--- config.mk ---
export PLATFORM = sky130hd
export DESIGN_NAME = pc_step_sequencer_flat
export DESIGN_NICKNAME = d
export VERILOG_FILES = /design/src/rtl/pc_step_sequencer_pkg.sv /design/src/rtl/pc_step_sequencer_if.sv /design/src/rtl/pc_step_sequencer_step_counter.sv /design/src/rtl/pc_step_sequencer.sv /design/src/flat_wrapper.sv
export SDC_FILE = /design/constraint.sdc
export NUM_CORES = 1
export LEC_CHECK = 0
export BUFFER_PORTS_ARGS = -buffer_cell sky130_fd_sc_hd__buf_2
export CAP_MARGIN = 20
export CORE_AREA = 10 10 47 49
export CTS_BUF_LIST = sky130_fd_sc_hd__clkbuf_16
export DETAILED_ROUTE_END_ITERATION = 10
export DIE_AREA = 0 0 57 59
export PLACE_DENSITY = 0.71
export SLEW_MARGIN = 25
export SYNTH_ARGS = -nofsm -noshare
export SYNTH_HDL_FRONTEND = slang
export SYNTH_HIERARCHICAL = 1
export SYNTH_SLANG_ARGS = --single-unit
--- constraint.sdc ---
create_clock -name MClock -period 3.1 [get_ports MClock]
set_clock_uncertainty 0.1 [all_clocks]
set_input_delay 0.31 -clock MClock [delete_from_list [all_inputs] [get_ports MClock]]
set_output_delay 0.31 -clock MClock [all_outputs]
set_load 0.005 [all_outputs]
--- src/rtl/pc_step_sequencer_pkg.sv ---
// Shared types and default constants for the PC/step sequencer.
// Optional build macro: PC_RELATIVE_EN (adds relative branch ports).
package pc_seq_pkg;

  typedef enum logic [1:0] {
    IDLE = 2'd0,
    RUN  = 2'd1,
    HALT = 2'd2
  } seq_state_t;

  localparam int unsigned PC_W_DEF      = 5;
  localparam int unsigned STEP_W_DEF    = 2;
  localparam int unsigned NUM_STEPS_DEF = 4;
  localparam int unsigned RESET_PC_DEF  = 0;

endpackage

--- src/rtl/pc_step_sequencer_if.sv ---
// Control/status bundle between the control unit and the PC/step sequencer.
// Optional build macro: PC_RELATIVE_EN (adds ld_rel and rel_off).
interface pc_step_sequencer_if #(
  parameter int unsigned PC_W   = 5,
  parameter int unsigned STEP_W = 2
);
  logic              start;
  logic              stall;
  logic              step_done;
  logic              halt;
  logic              ld_pc;
  logic [PC_W-1:0]   pc_in;
`ifdef PC_RELATIVE_EN
  logic [PC_W-1:0]   rel_off;
  logic              ld_rel;
`endif
  logic [PC_W-1:0]   pc;
  logic [STEP_W-1:0] step;
  logic              fetch;
  logic              instr_end;
  logic              running;
  logic              halted;

  modport master (
    output start, stall, step_done, halt, ld_pc, pc_in,
`ifdef PC_RELATIVE_EN
    output rel_off, ld_rel,
`endif
    input  pc, step, fetch, instr_end, running, halted
  );

  modport slave (
    input  start, stall, step_done, halt, ld_pc, pc_in,
`ifdef PC_RELATIVE_EN
    input  rel_off, ld_rel,
`endif
    output pc, step, fetch, instr_end, running, halted
  );
endinterface

--- src/rtl/pc_step_sequencer_step_counter.sv ---
// Per-instruction step counter; term flags the last step of a full instruction.
module seq_step_counter #(
  parameter int unsigned STEP_W    = 2,
  parameter int unsigned NUM_STEPS = 4
) (
  input  logic              MClock,
  input  logic              Resetn,
  input  logic              en,
  input  logic              clr,
  output logic [STEP_W-1:0] step,
  output logic              term
);
  always_ff @(posedge MClock) begin
    if (!Resetn)  step <= '0;
    else if (clr) step <= '0;
    else if (en)  step <= step + STEP_W'(1);
  end

  assign term = (step == STEP_W'(NUM_STEPS - 1));
endmodule

--- src/rtl/pc_step_sequencer.sv ---
// PC register and IDLE/RUN/HALT sequencer; the PC advances only at instruction end.
// Optional build macro: PC_RELATIVE_EN (adds PC-relative branch target).
module pc_step_sequencer
  import pc_seq_pkg::*;
#(
  parameter int unsigned PC_W      = PC_W_DEF,
  parameter int unsigned STEP_W    = STEP_W_DEF,
  parameter int unsigned NUM_STEPS = NUM_STEPS_DEF,
  parameter int unsigned RESET_PC  = RESET_PC_DEF
) (
  input  logic                 MClock,
  input  logic                 Resetn,
  pc_step_sequencer_if.slave   bus
);
  seq_state_t        state_q, state_d;
  logic [PC_W-1:0]   pc_q, pc_d, pc_next_instr;
  logic [STEP_W-1:0] step;
  logic              term, cnt_en, cnt_clr, end_instr, fetch;

  seq_step_counter #(
    .STEP_W    (STEP_W),
    .NUM_STEPS (NUM_STEPS)
  ) u_step (
    .MClock (MClock),
    .Resetn (Resetn),
    .en     (cnt_en),
    .clr    (cnt_clr),
    .step   (step),
    .term   (term)
  );

  always_ff @(posedge MClock) begin
    if (!Resetn) begin
      state_q <= IDLE;
      pc_q    <= PC_W'(RESET_PC);
    end else begin
      state_q <= state_d;
      pc_q    <= pc_d;
    end
  end

  // Absolute load beats relative, which beats sequential increment.
  always_comb begin
    pc_next_instr = pc_q + PC_W'(1);
`ifdef PC_RELATIVE_EN
    if (bus.ld_rel) pc_next_instr = pc_q + bus.rel_off;
`endif
    if (bus.ld_pc) pc_next_instr = bus.pc_in;
  end

  always_comb begin
    state_d   = state_q;
    pc_d      = pc_q;
    cnt_en    = 1'b0;
    cnt_clr   = 1'b0;
    end_instr = 1'b0;
    fetch     = 1'b0;
    case (state_q)
      IDLE: begin
        if (bus.halt)       state_d = HALT;
        else if (bus.start) state_d = RUN;
      end
      RUN: begin
        fetch = !bus.stall && (step == '0);
        if (bus.halt) begin
          state_d = HALT;
        end else if (!bus.stall) begin
          if (term || bus.step_done) begin
            end_instr = 1'b1;
            cnt_clr   = 1'b1;
            pc_d      = pc_next_instr;
          end else begin
            cnt_en = 1'b1;
          end
        end
      end
      HALT:    state_d = HALT;
      default: state_d = IDLE;
    endcase
  end

  assign bus.pc        = pc_q;
  assign bus.step      = step;
  assign bus.fetch     = fetch;
  assign bus.instr_end = end_instr;
  assign bus.running   = (state_q == RUN);
  assign bus.halted    = (state_q == HALT);
endmodule

--- src/flat_wrapper.sv ---
// flat-port wrapper written by rule: the top's interface ports become plain ports
module pc_step_sequencer_flat import pc_seq_pkg::*;
#(
  parameter int unsigned PC_W      = PC_W_DEF,
  parameter int unsigned STEP_W    = STEP_W_DEF,
  parameter int unsigned NUM_STEPS = NUM_STEPS_DEF,
  parameter int unsigned RESET_PC  = RESET_PC_DEF
)
  (MClock, Resetn, bus_start, bus_stall, bus_step_done, bus_halt, bus_ld_pc, bus_pc_in, bus_pc, bus_step, bus_fetch, bus_instr_end, bus_running, bus_halted);
  pc_step_sequencer_if #(.PC_W(PC_W), .STEP_W(STEP_W)) bus_i ();
  input  logic MClock;
  input  logic Resetn;
  input wire logic [$bits(bus_i.start)-1:0] bus_start;
  input wire logic [$bits(bus_i.stall)-1:0] bus_stall;
  input wire logic [$bits(bus_i.step_done)-1:0] bus_step_done;
  input wire logic [$bits(bus_i.halt)-1:0] bus_halt;
  input wire logic [$bits(bus_i.ld_pc)-1:0] bus_ld_pc;
  input wire logic [$bits(bus_i.pc_in)-1:0] bus_pc_in;
  output wire logic [$bits(bus_i.pc)-1:0] bus_pc;
  output wire logic [$bits(bus_i.step)-1:0] bus_step;
  output wire logic [$bits(bus_i.fetch)-1:0] bus_fetch;
  output wire logic [$bits(bus_i.instr_end)-1:0] bus_instr_end;
  output wire logic [$bits(bus_i.running)-1:0] bus_running;
  output wire logic [$bits(bus_i.halted)-1:0] bus_halted;
  assign bus_i.start = bus_start;
  assign bus_i.stall = bus_stall;
  assign bus_i.step_done = bus_step_done;
  assign bus_i.halt = bus_halt;
  assign bus_i.ld_pc = bus_ld_pc;
  assign bus_i.pc_in = bus_pc_in;
  assign bus_pc = bus_i.pc;
  assign bus_step = bus_i.step;
  assign bus_fetch = bus_i.fetch;
  assign bus_instr_end = bus_i.instr_end;
  assign bus_running = bus_i.running;
  assign bus_halted = bus_i.halted;
  pc_step_sequencer #(.PC_W(PC_W), .STEP_W(STEP_W), .NUM_STEPS(NUM_STEPS), .RESET_PC(RESET_PC)) u_core (.MClock(MClock), .Resetn(Resetn), .bus(bus_i));
endmodule
# After elaboration in Yosys (flattened, before gate mapping)

Index checks and enable logic that the tools add are counted.

Output and inout port bits: 11
Word-level logic and storage cells: 35
Register bits: 9
Input bits: 12

Bitwise operators: 3
Reduce and logical (&&, ||, !) cells: 8
Mux-type cells: 14
Add/subtract/negate cells: 2
Equal/unequal tests: 5

Operators by type and width:

| cell                                                | count |
|---|---|
| two-way mux 1 bit                                   | 9 |
| two-way mux 2 bit                                   | 3 |
| case mux 2 bit (3 select lines)                     | 1 |
| adder 5 x 1 -> 5 bit, second input constant         | 1 |
| two-way mux 5 bit                                   | 1 |
| equality test 2 bit, second input constant          | 2 |
| zero test 2 bit                                     | 2 |
| AND reduction 4 bit                                 | 1 |
| inequality test 3 bit, second input constant        | 1 |
| NOT 1 bit                                           | 3 |
| adder 2 x 1 -> 2 bit, second input constant         | 1 |
| equality test 2 x 1 -> 1 bit, second input constant | 1 |
| inequality test 2 bit, second input constant        | 1 |
| AND reduction 2 bit                                 | 1 |
| OR reduction 2 bit                                  | 1 |
| logical AND 1 bit                                   | 1 |
| zero test 1 bit                                     | 1 |
| logical OR 1 bit                                    | 1 |

# Logic depth before layout (Yosys ltp)

Gate-level depths: netlist of the first run.

Depth after elaboration: 7
Gate-level depth with buffers: 6
Gate-level depth less buffers: 6

# Cells and area by module

The synthesis of the first run kept the hierarchy.

By module, submodules not included:

| module            | times used | sequential area each (µm²) | area an instance (µm²) | cells each |
|---|---|---|---|---|
| pc_step_sequencer | 1          | 140.1                      | 491.7                  | 60 |
| seq_step_counter  | 1          | 40.0                       | 85.1                   | 8 |

# Worst setup path after synthesis of the first run

OpenSTA, ideal clock, no wires.

Kind: register to register
From: register u_core.u_step.step[0]
To: register u_core.pc_q[0] (netlist: u_core/bus.pc[0])
Period minus slack after synthesis: 1.725 ns
Data arrival time: 1.551 ns
Required time: 2.926 ns
Setup slack: 1.375 ns
Cell stages (with the launch flop): 6
Setup time: 0.074 ns
Cell sequence: dfxtp_1 > ha_1 > nor2_1 > or4b_4 > or3_1 > a31oi_1

Word-level cells in the longest chain between the ends: 3

Ends and longest elaborated chain:

| element                       | RTL line                             | text |
|---|---|---|
| start, declared               | pc_step_sequencer_step_counter.sv:10 | `output logic [STEP_W-1:0] step,` |
| start signal, assigned        | pc_step_sequencer_step_counter.sv:16 | `else if (en) step <= step + STEP_W'(1);` |
| equality test 2 bit           | pc_step_sequencer_step_counter.sv:19 | `assign term = (step == STEP_W'(NUM_STEPS - 1));` |
| net u_core.term               | pc_step_sequencer.sv:18              | `logic term, cnt_en, cnt_clr, end_instr, fetch;` |
| logical OR 1 bit              | pc_step_sequencer.sv:68              | `if (term \|\| bus.step_done) begin` |
| AND reduction 4 bit (no line) | n/a                                  |  |
| end signal, assigned          | pc_step_sequencer.sv:35              | `pc_q <= PC_W'(RESET_PC);` |
| end signal, assigned          | pc_step_sequencer.sv:38              | `pc_q <= pc_d;` |
| end, declared                 | pc_step_sequencer.sv:16              | `logic [PC_W-1:0] pc_q, pc_d, pc_next_instr;` |

The timed path passes the listed nets, and every way through them passes these cells.
A chain may end at the register's enable or synchronous reset.

# Worst setup path after layout of the first run

From: register u_core.state_q[1]
To: register u_core.pc_q[3] (netlist: u_core/bus.pc[3])

Word-level cells in the longest chain between the ends: 2

Ends and longest elaborated chain:

| element                       | RTL line                | text |
|---|---|---|
| start, declared               | pc_step_sequencer.sv:15 | `seq_state_t state_q, state_d;` |
| start signal, assigned        | pc_step_sequencer.sv:37 | `state_q <= state_d;` |
| equality test 2 x 1 -> 1 bit  | pc_step_sequencer.sv:58 | `case (state_q)` |
| AND reduction 4 bit (no line) | n/a                     |  |

No other way between the ends.

==> results.toml, run 1 <==
[yosys]
syn-num-nets = 87
synth_seq_cells = 9
synth.top_cells.by_area = "dfxtp_1 (31%), ha_1 (15%), mux2i_1 (5.2%)"
synth_commonest_cells = "dfxtp_1 (9), ha_1 (7), nor2_1 (7)"
synth.distinct_cells = 25
synth_ff_type = "dfxtp_1"
async_flop_share_pct = 0
synth.most_common_cell = "dfxtp_1"
ys_warn_count = 6
synth_edf_count = 0
yosysTopAreaCell = "dfxtp_1"
netlist_area_um2 = 576.8
netlist_instances = 68
syn_avg_cell_area_um2 = 8.482
synth_seq_area_share_pct = 31.24
synth_top_cell_area_share_pct = 31.24

[floorplanning]
dieArea_um2 = 3363
io-pin-count = 23
dieHeight_um = 59
core.rowCount = 14
die_width_um = 57
core_area_um2 = 1401
start_util_pct = 41.16

[timing]
tightest_slew_ns = 0.7791
fin_crit_ns = 1.855
finalMaxSlewViolations = 0
hold_viol_final = 0
finalSetupTns_ns = 0
rsz0062_at_grt = "false"
clock.fmax_ghz = 0.5390
max_slew_margin_pct = 47.32
setup_viol = 0
fin_crit_sh_pct = 59.84

[critical_path]
path_delay_family = "simple AND/OR/NAND/NOR gates"
end_kind = "register"
start_kind = "register"
crit_chain = "inv_1 > ha_1 > nor4b_1 > nand2_1 > o21ai_0"
worst-path-buf-inv = 1
cpPeakStageDelay_ns = 0.66
arrival_ns = 1.90
cpMaxStageDelayCell = "nor4b_1"
worstSetupPathType = "reg -> reg"
required_ns = 3.15
worstPathMaxFanout = 5

[layout]
nets = 113
fillCellCount = 136
antenna_cells = 0
multi_input_area_um2 = 381.6
layout-drive-gt1-share_pct = 27.96
area_delta_synth_final_pct = 35.57
post-route-util_pct = 55.80
regArea_um2 = 180.2

[detailed_routing]
wl_per_cell_um = 14.28
vias_per_cell = 5.450
routed.top_layer = "met4"
drc_errors = 0
drtIter0Drc = 4
drtPass1Iterations = 4
wirelength_um = 1557
wl_met3_um = 85
wl_met1_um = 702
detail-route-antenna-nets = 0
num_vias = 594
met2_length_um = 759

[grt]
grt_pass1_wl_um = 2580
track_usage_pct = 9.482
grt_pass1_vias = 609
antenna_found_initial = 0
overflow = 0
grt_max_degree = 13

[clock_tree]
cts_resized = 0
cts_max_path_buffers = 2
tritoncts = "yes"
cts_sinks = 9
cts_root_buffer = "clkbuf_16"
insertion_delay_ns = 0.23
cts_buffers = 3
cts_hold_buf = 0
htreeDepth = 1
path_clk_slew_ns = 0.04
post_cts_buffers = 0

[placement]
io_buffer_count = 22
gp_congestion = 0.7534
hpwlAfterDp_um = 1217

[min_path]
worstHoldPathType = "in -> reg"

[power]
vdd_drop_max_v = 0.0002642
p_per_area_nw_per_um2 = 503.6
p_leak_nw = 0.3678

[flow_run]
maxCapViolCount = 0

[status]
run_status = "finished, final reports clean"
## cells in the final DEF, fill, tap and decap left out, types with 2 or more instances in the layout
| cell type | synthesis | final |
|---|---|---|
| a21oi_1 | 4 | 4 |
| a31oi_1 | 3 | 3 |
| buf_2 | 0 | 22 |
| clkbuf_16 | 0 | 3 |
| dfxtp_1 | 9 | 9 |
| ha_1 | 7 | 7 |
| inv_1 | 3 | 4 |
| mux2i_1 | 3 | 3 |
| nand2_1 | 3 | 3 |
| nand2b_1 | 3 | 3 |
| nand3_1 | 3 | 3 |
| nor2_1 | 7 | 7 |
| nor2b_1 | 2 | 2 |
| nor3_1 | 4 | 4 |
| o211ai_1 | 2 | 2 |
| o21ai_0 | 4 | 4 |
## report_power, final
part | leakage, nW | switching, mW | internal [mW] | total, mW
Sequential | 0.0729 | 0.00437 | 0.120 | 0.125
Combinational | 0.253 | 0.0262 | 0.0240 | 0.0502
Clock | 0.0423 | 0.0510 | 0.168 | 0.219
## per-stage QoR
step	setup WS [ns]	hold WS, ns	area [um2]	std cells	power (mW)
after global placement	1.338	0.4245	703.2	105	0.1740
after detailed placement	1.271	0.4387	703.2	105	0.1768
final	1.245	0.2645	782.0	109	0.3938
after floorplan	1.375	0.3382	576.8	68	0.1563
after global routing	1.070	0.2885	782.0	109	0.4119
after CTS	1.262	0.2609	782.0	109	0.4001
## layer usage
metal | up-vias | GRT usage [%]
met2 | 18 | 16.43
met5 | - | 0
met3 | 2 | 3.648
met1 | 277 | 9.674
met4 | 0 | 5.034
li1 | 297 | -
## cell families (layout without fill, tap and decap cells)
| family | Yosys count | count (layout) | synth area share [%] |
|---|---|---|---|
| AND/OR/NAND/NOR | 27 | 27 | 26.03 |
| adder cells (fa/ha/maj) | 7 | 7 | 15.18 |
| flip-flops | 9 | 9 | 31.24 |
| AO/OA/AOI/OAI | 17 | 17 | 18.22 |
| XOR/XNOR | 1 | 1 | 1.519 |
| multiplexers | 3 | 3 | 5.206 |
| buffers and inverters | 4 | 29 | 2.602 |
## flip-flops by register name, indices dropped and copies added, names as in the netlist
signal,count
u_core/bus.pc,5
u_core/state_q,2
u_core/u_step/step,2
## path summary, 6_finish.rpt
check | from | to | slack [ns] | cells after the start
max | u_core/state_q[1] | u_core/bus.pc[3] | 1.24 | 5
min reg2reg | u_core/bus.pc[4] | u_core/bus.pc[4] | 0.45 | 2
max reg2reg | u_core/state_q[1] | u_core/bus.pc[3] | 1.24 | 5
min | bus_pc_in[0] | u_core/bus.pc[0] | 0.26 | 3
## cell type report
cell class	count	area share, %
sequential	9	23.04
tap	16	2.560
timing repair buffer	22	14.08
multi-input combinational	55	48.80
clock inverter	1	0.4800
clock buffer	3	9.600
inverter	3	1.440
## tightest hold or removal path, stage by stage
cell and delay, ns:
buf_2 0.10, nand3_1 0.07, a31oi_1 0.07
Note: power is estimated with default switching activity, not from simulation.
==> run 2: changes to the inputs <==
clock period = 1.85 ns   (was 3.1 ns; I/O delays follow)
==> results.toml, run 2 (synthesized netlist as in run 1, its figures left out) <==
[power]
p_per_area_nw_per_um2 = 831.3
p_leak_nw = 0.3770
vdd_drop_max_v = 0.0005491
power_mw = 0.6646

[timing]
clock.fmax_ghz = 0.5543
finalMaxSlewViolations = 0
max_slew_margin_pct = 64.43
fin_crit_ns = 1.804
fin_crit_sh_pct = 97.52
fin_ws_ns = 0.04584
rsz0062_at_grt = "true"
hold_viol_final = 0
setup_viol = 0
tightest_slew_ns = 0.5287
finalSetupTns_ns = 0

[placement]
gp_congestion = 0.8126
hpwlAfterDp_um = 1140
io_buffer_count = 22
dp_slack_ns = 0.05091
placed_cells = 107

[detailed_routing]
drc_errors = 0
vias_per_cell = 5.324
drtIter0Drc = 8
detail-route-antenna-nets = 0
num_vias = 591
drtPass1Iterations = 4
wl_per_cell_um = 13.06
wirelength_um = 1450

[layout]
antenna_cells = 0
layout-drive-gt1-share_pct = 30.53
final_cell_count_no_fill = 111
layout_common_cells = "buf_2 (22), dfxtp_1 (9), nor2_1 (7)"
final_common_cell = "buf_2"
post-route-util_pct = 57.05
area_delta_synth_final_pct = 38.61
largest_reg_flops = 5
nets = 115

[critical_path]
r2r-start = "u_core/state_q[1]"
cpPeakStageDelay_ns = 0.50
start_kind = "register"
worstPathMaxFanout = 5
end_kind = "register"
worst-path-buf-inv = 1
cpMaxStageDelayCell = "or4b_4"
r2r_cells = 5
arrival_ns = 1.87
crit_cells = 5
crit_chain = "inv_1 > ha_2 > or4b_4 > or3_1 > a31oi_1"
required_ns = 1.91
path_delay_family = "simple AND/OR/NAND/NOR gates"
r2r_setup_slack_ns = 0.05
r2r-end = "u_core/bus.pc[0]"
worstSetupPathType = "reg -> reg"

[min_path]
hold_path_depth = 3
min_from = "bus_pc_in[3]"
worstHoldPathType = "in -> reg"
hold-path-endpoint = "u_core/bus.pc[3]"

[clock_tree]
cts_max_path_buffers = 2
cts_hold_buf = 0
path_clk_slew_ns = 0.04
tritoncts = "yes"
insertion_delay_ns = 0.23
htreeDepth = 1
cts_buffers = 3
cts_sinks = 9
cts_resized = 0
post_cts_buffers = 0
cts_root_buffer = "clkbuf_16"

[status]
run_status = "finished, final reports clean"

[floorplanning]
io-pin-count = 23
core.rowCount = 14
core_area_um2 = 1401
dieHeight_um = 59
start_util_pct = 41.16
die_width_um = 57
dieArea_um2 = 3363

[grt]
track_usage_pct = 9.162
grt_pass1_wl_um = 2442
grt_pass1_vias = 584
grt_max_degree = 13
antenna_found_initial = 0
overflow = 0

[flow_run]
maxCapViolCount = 0
run 2: power breakdown:
part / switching (mW) / internal [mW] / leakage (nW)
Sequential: 0.00579 / 0.201 / 0.0729
Combinational: 0.0436 / 0.0422 / 0.262
Clock: 0.0898 / 0.282 / 0.0423
run 2: routing by layer:
metal	global-route usage (%)	wire length (um)	part of all wire, %	up-vias
met5	0	0	0	-
met4	6.040	17	1.2	0
met3	5.150	93	6.4	2
met2	14.11	661	46	14
met1	9.386	677	47	272
li1	-	-	-	303
run 2: worst min-delay path, delay by kind of cell:
kind            cells  cell delay [ns]
compound gates      2             0.18
buf+inv             1             0.07
run 2: how the worst max path moves through the flow:
stage	start	endpoint	slack [ns]
floorplan	u_core/u_step/step[0]	u_core/bus.pc[0]	0.12
global placement	u_core/state_q[1]	u_core/bus.pc[0]	0.1
detailed placement	u_core/state_q[1]	u_core/bus.pc[0]	0.05
CTS	u_core/state_q[1]	u_core/bus.pc[0]	0.03
global route	u_core/state_q[1]	u_core/bus.pc[0]	-0.008
finish	u_core/state_q[1]	u_core/bus.pc[0]	0.05
run 2: area by class of cell:
type,instances,area [um2]
Clock buffer,3,75.07
Clock inverter,1,3.754
Fill cell,140,601.8
Inverter,3,11.26
Multi-Input combinational cell,55,384.1
Sequential cell,9,180.2
Tap cell,16,20.02
Timing Repair Buffer,24,125.1
run 2: per-stage QoR:
step / hold WS (ns) / area (um2)
after floorplan: 0.2132 / 576.8
after global placement: 0.3700 / 718.2
after detailed placement: 0.3779 / 718.2
after CTS: 0.1350 / 797.0
after global routing: 0.1419 / 799.5
final: 0.1377 / 799.5
==> run 3: changes to the inputs <==
PLACE_DENSITY = 0.7   (was 0.71)
SYNTH_HIERARCHICAL = default   (was 1)
==> results.toml, run 3 <==
[critical_path]
end_kind = "primary output"
cpPeakStageDelay_ns = 0.32
crit_chain = "inv_1 > ha_1 > nor3b_4 > o21ai_2 > inv_2 > buf_2"
cpMaxStageDelayCell = "dfxtp_1"
required_ns = 1.56
path_delay_family = "flip-flops"
worst-path-buf-inv = 3
worstPathMaxFanout = 6
start_kind = "register"
worstSetupPathType = "reg -> out"
arrival_ns = 1.44

[yosys]
yosysTopAreaCell = "dfxtp_1"
netlist_instances = 67
synth_simple_gate_area_share_pct = 21.78
synth_top_family_by_area = "simple AND/OR/NAND/NOR gates"
synth_edf_count = 0
synthAdderAreaFrac_pct = 15.56
yosys.area_share.xor_xnor_pct = 1.556
synth_ff_type = "dfxtp_1"
syn_avg_cell_area_um2 = 8.404
syn-num-nets = 86
synth_seq_area_share_pct = 32.00
async_flop_share_pct = 0
netlist_area_um2 = 563.0
synth_seq_cells = 9
synth_compound_area_share_pct = 19.11
synth_commonest_cells = "dfxtp_1 (9), nor2_1 (9), ha_1 (7)"
synth.distinct_cells = 23
synth.top_cells.by_area = "dfxtp_1 (32%), ha_1 (16%), nor2_1 (6.0%)"
synth_mux_area_share_pct = 5.333
synth_top_cell_area_share_pct = 32.00
ys_warn_count = 0

[detailed_routing]
met2_length_um = 616
num_vias = 572
wl_met1_um = 663
wl_per_cell_um = 13.40
drtIter0Drc = 27
routed.top_layer = "met4"
drc_errors = 0
detail-route-antenna-nets = 0
wl_met3_um = 201
wirelength_um = 1487
drtPass1Iterations = 4
vias_per_cell = 5.153

[timing]
fin_crit_ns = 1.720
rsz0062_at_grt = "false"
finalSetupTns_ns = 0
hold_viol_final = 0
tightest_slew_ns = 0.2781
setup_viol = 0
fin_crit_sh_pct = 92.99
clock.fmax_ghz = 0.5813
finalMaxSlewViolations = 0
max_slew_margin_pct = 81.46

[power]
p_leak_nw = 0.4010
vdd_drop_max_v = 0.0005023
p_per_area_nw_per_um2 = 903.6

[layout]
nets = 115
fillCellCount = 139
layout-drive-gt1-share_pct = 32.63
layout_common_cells = "buf_2 (22), nor2_1 (9), dfxtp_1 (9)"
largest_reg_flops = 5
antenna_cells = 0
finalInstanceArea_um2 = 790.8
area_delta_synth_final_pct = 40.44
final_common_cell = "buf_2"

[clock_tree]
tritoncts = "yes"
cts_max_path_buffers = 2
insertion_delay_ns = 0.23
htreeDepth = 1
cts_buffers = 3
cts_sinks = 9
cts_hold_buf = 0
cts_root_buffer = "clkbuf_16"
path_clk_slew_ns = 0.04

[floorplanning]
dieHeight_um = 59
core.rowCount = 14
die_width_um = 57
core_area_um2 = 1401
dieArea_um2 = 3363
start_util_pct = 40.18
io-pin-count = 23

[placement]
io_buffer_count = 22
hpwlAfterDp_um = 1090
dpl-instance-area_um2 = 689.4
gp_congestion = 0.7977

[grt]
antenna_found_initial = 0
grt_pass1_vias = 558
grt_pass1_wl_um = 2511
overflow = 0
grt_max_degree = 13
track_usage_pct = 9.079

[min_path]
worstHoldPathType = "in -> reg"

[status]
run_status = "finished, final reports clean"

[flow_run]
maxCapViolCount = 0
run 3: worst reg2reg max path: stages, from the launching register on:
cell and delay [ns]:
dfxtp_1 0.32, inv_1 0.08, ha_1 0.20, nor3b_4 0.23, o21ai_2 0.14, or3_1 0.33, a31oi_1 0.16
run 3: power breakdown:
| group | switching (mW) | total (mW) | internal, mW | leakage (nW) |
|---|---|---|---|---|
| combinational | 0.0616 | 0.126 | 0.0649 | 0.286 |
| sequential | 0.0126 | 0.220 | 0.207 | 0.0730 |
| clock | 0.0867 | 0.368 | 0.282 | 0.0423 |
run 3: kinds of logic (layout without fill, tap and decap cells):
kind of cell | after synthesis | after routing
and+or+nand+nor | 23 | 23
muxes | 3 | 3
buffers and inverters | 7 | 35
adders and majority gates | 7 | 7
xor gates and xnor gates | 1 | 1
DFF | 9 | 9
AOI/OAI and AO/OA | 17 | 17
run 3: metal layers:
layer  global-route usage (%)  vias to the layer above
met3                    6.009                        2
met1                    10.12                      252
met5                        0                        -
met2                    12.71                       27
li1                         -                      291
met4                    5.034                        0
run 3: worst paths after layout:
path / from / endpoint / slack [ns] / cells after the start
worst min-delay path: bus_pc_in[3] / u_core.bus.pc[3] / 0.15 / 3
worst max register to register: u_core.state_q[1] / u_core.bus.pc[0] / 0.22 / 6
worst min register to register: u_core.bus.pc[4] / u_core.bus.pc[4] / 0.44 / 2
worst max-delay path: u_core.state_q[1] / bus_instr_end / 0.13 / 6
run 3: repair_timing:
action	4_1_cts	5_1_grt
buffers inserted	1	2
gates resized for setup	0	1
setup endpoints to repair	1	1
run 3: final cells by class:
type                       count  area, um2  area share, %
sequential                     9      180.2          22.78
clock inverter                 1      3.754         0.4747
tap                           16      20.02          2.532
timing repair buffer          25      132.6          16.77
clock buffer                   3      75.07          9.494
multi-input combinational     51      356.6          45.09
inverter                       6      22.52          2.848
run 3: through the flow:
stage	util (%)	setup slack (ns)	hold slack [ns]	instances	power, mW
after detailed placement	49.20	0.1630	0.3778	104	0.3468
after global placement	49.20	0.2312	0.3781	104	0.3434
after CTS	55.36	0.03913	0.1395	109	0.7231
after floorplan	-	0.2711	0.2327	67	0.3041
after global routing	56.43	0.006381	0.1769	111	0.7581
final	56.43	0.1297	0.1523	111	0.7145
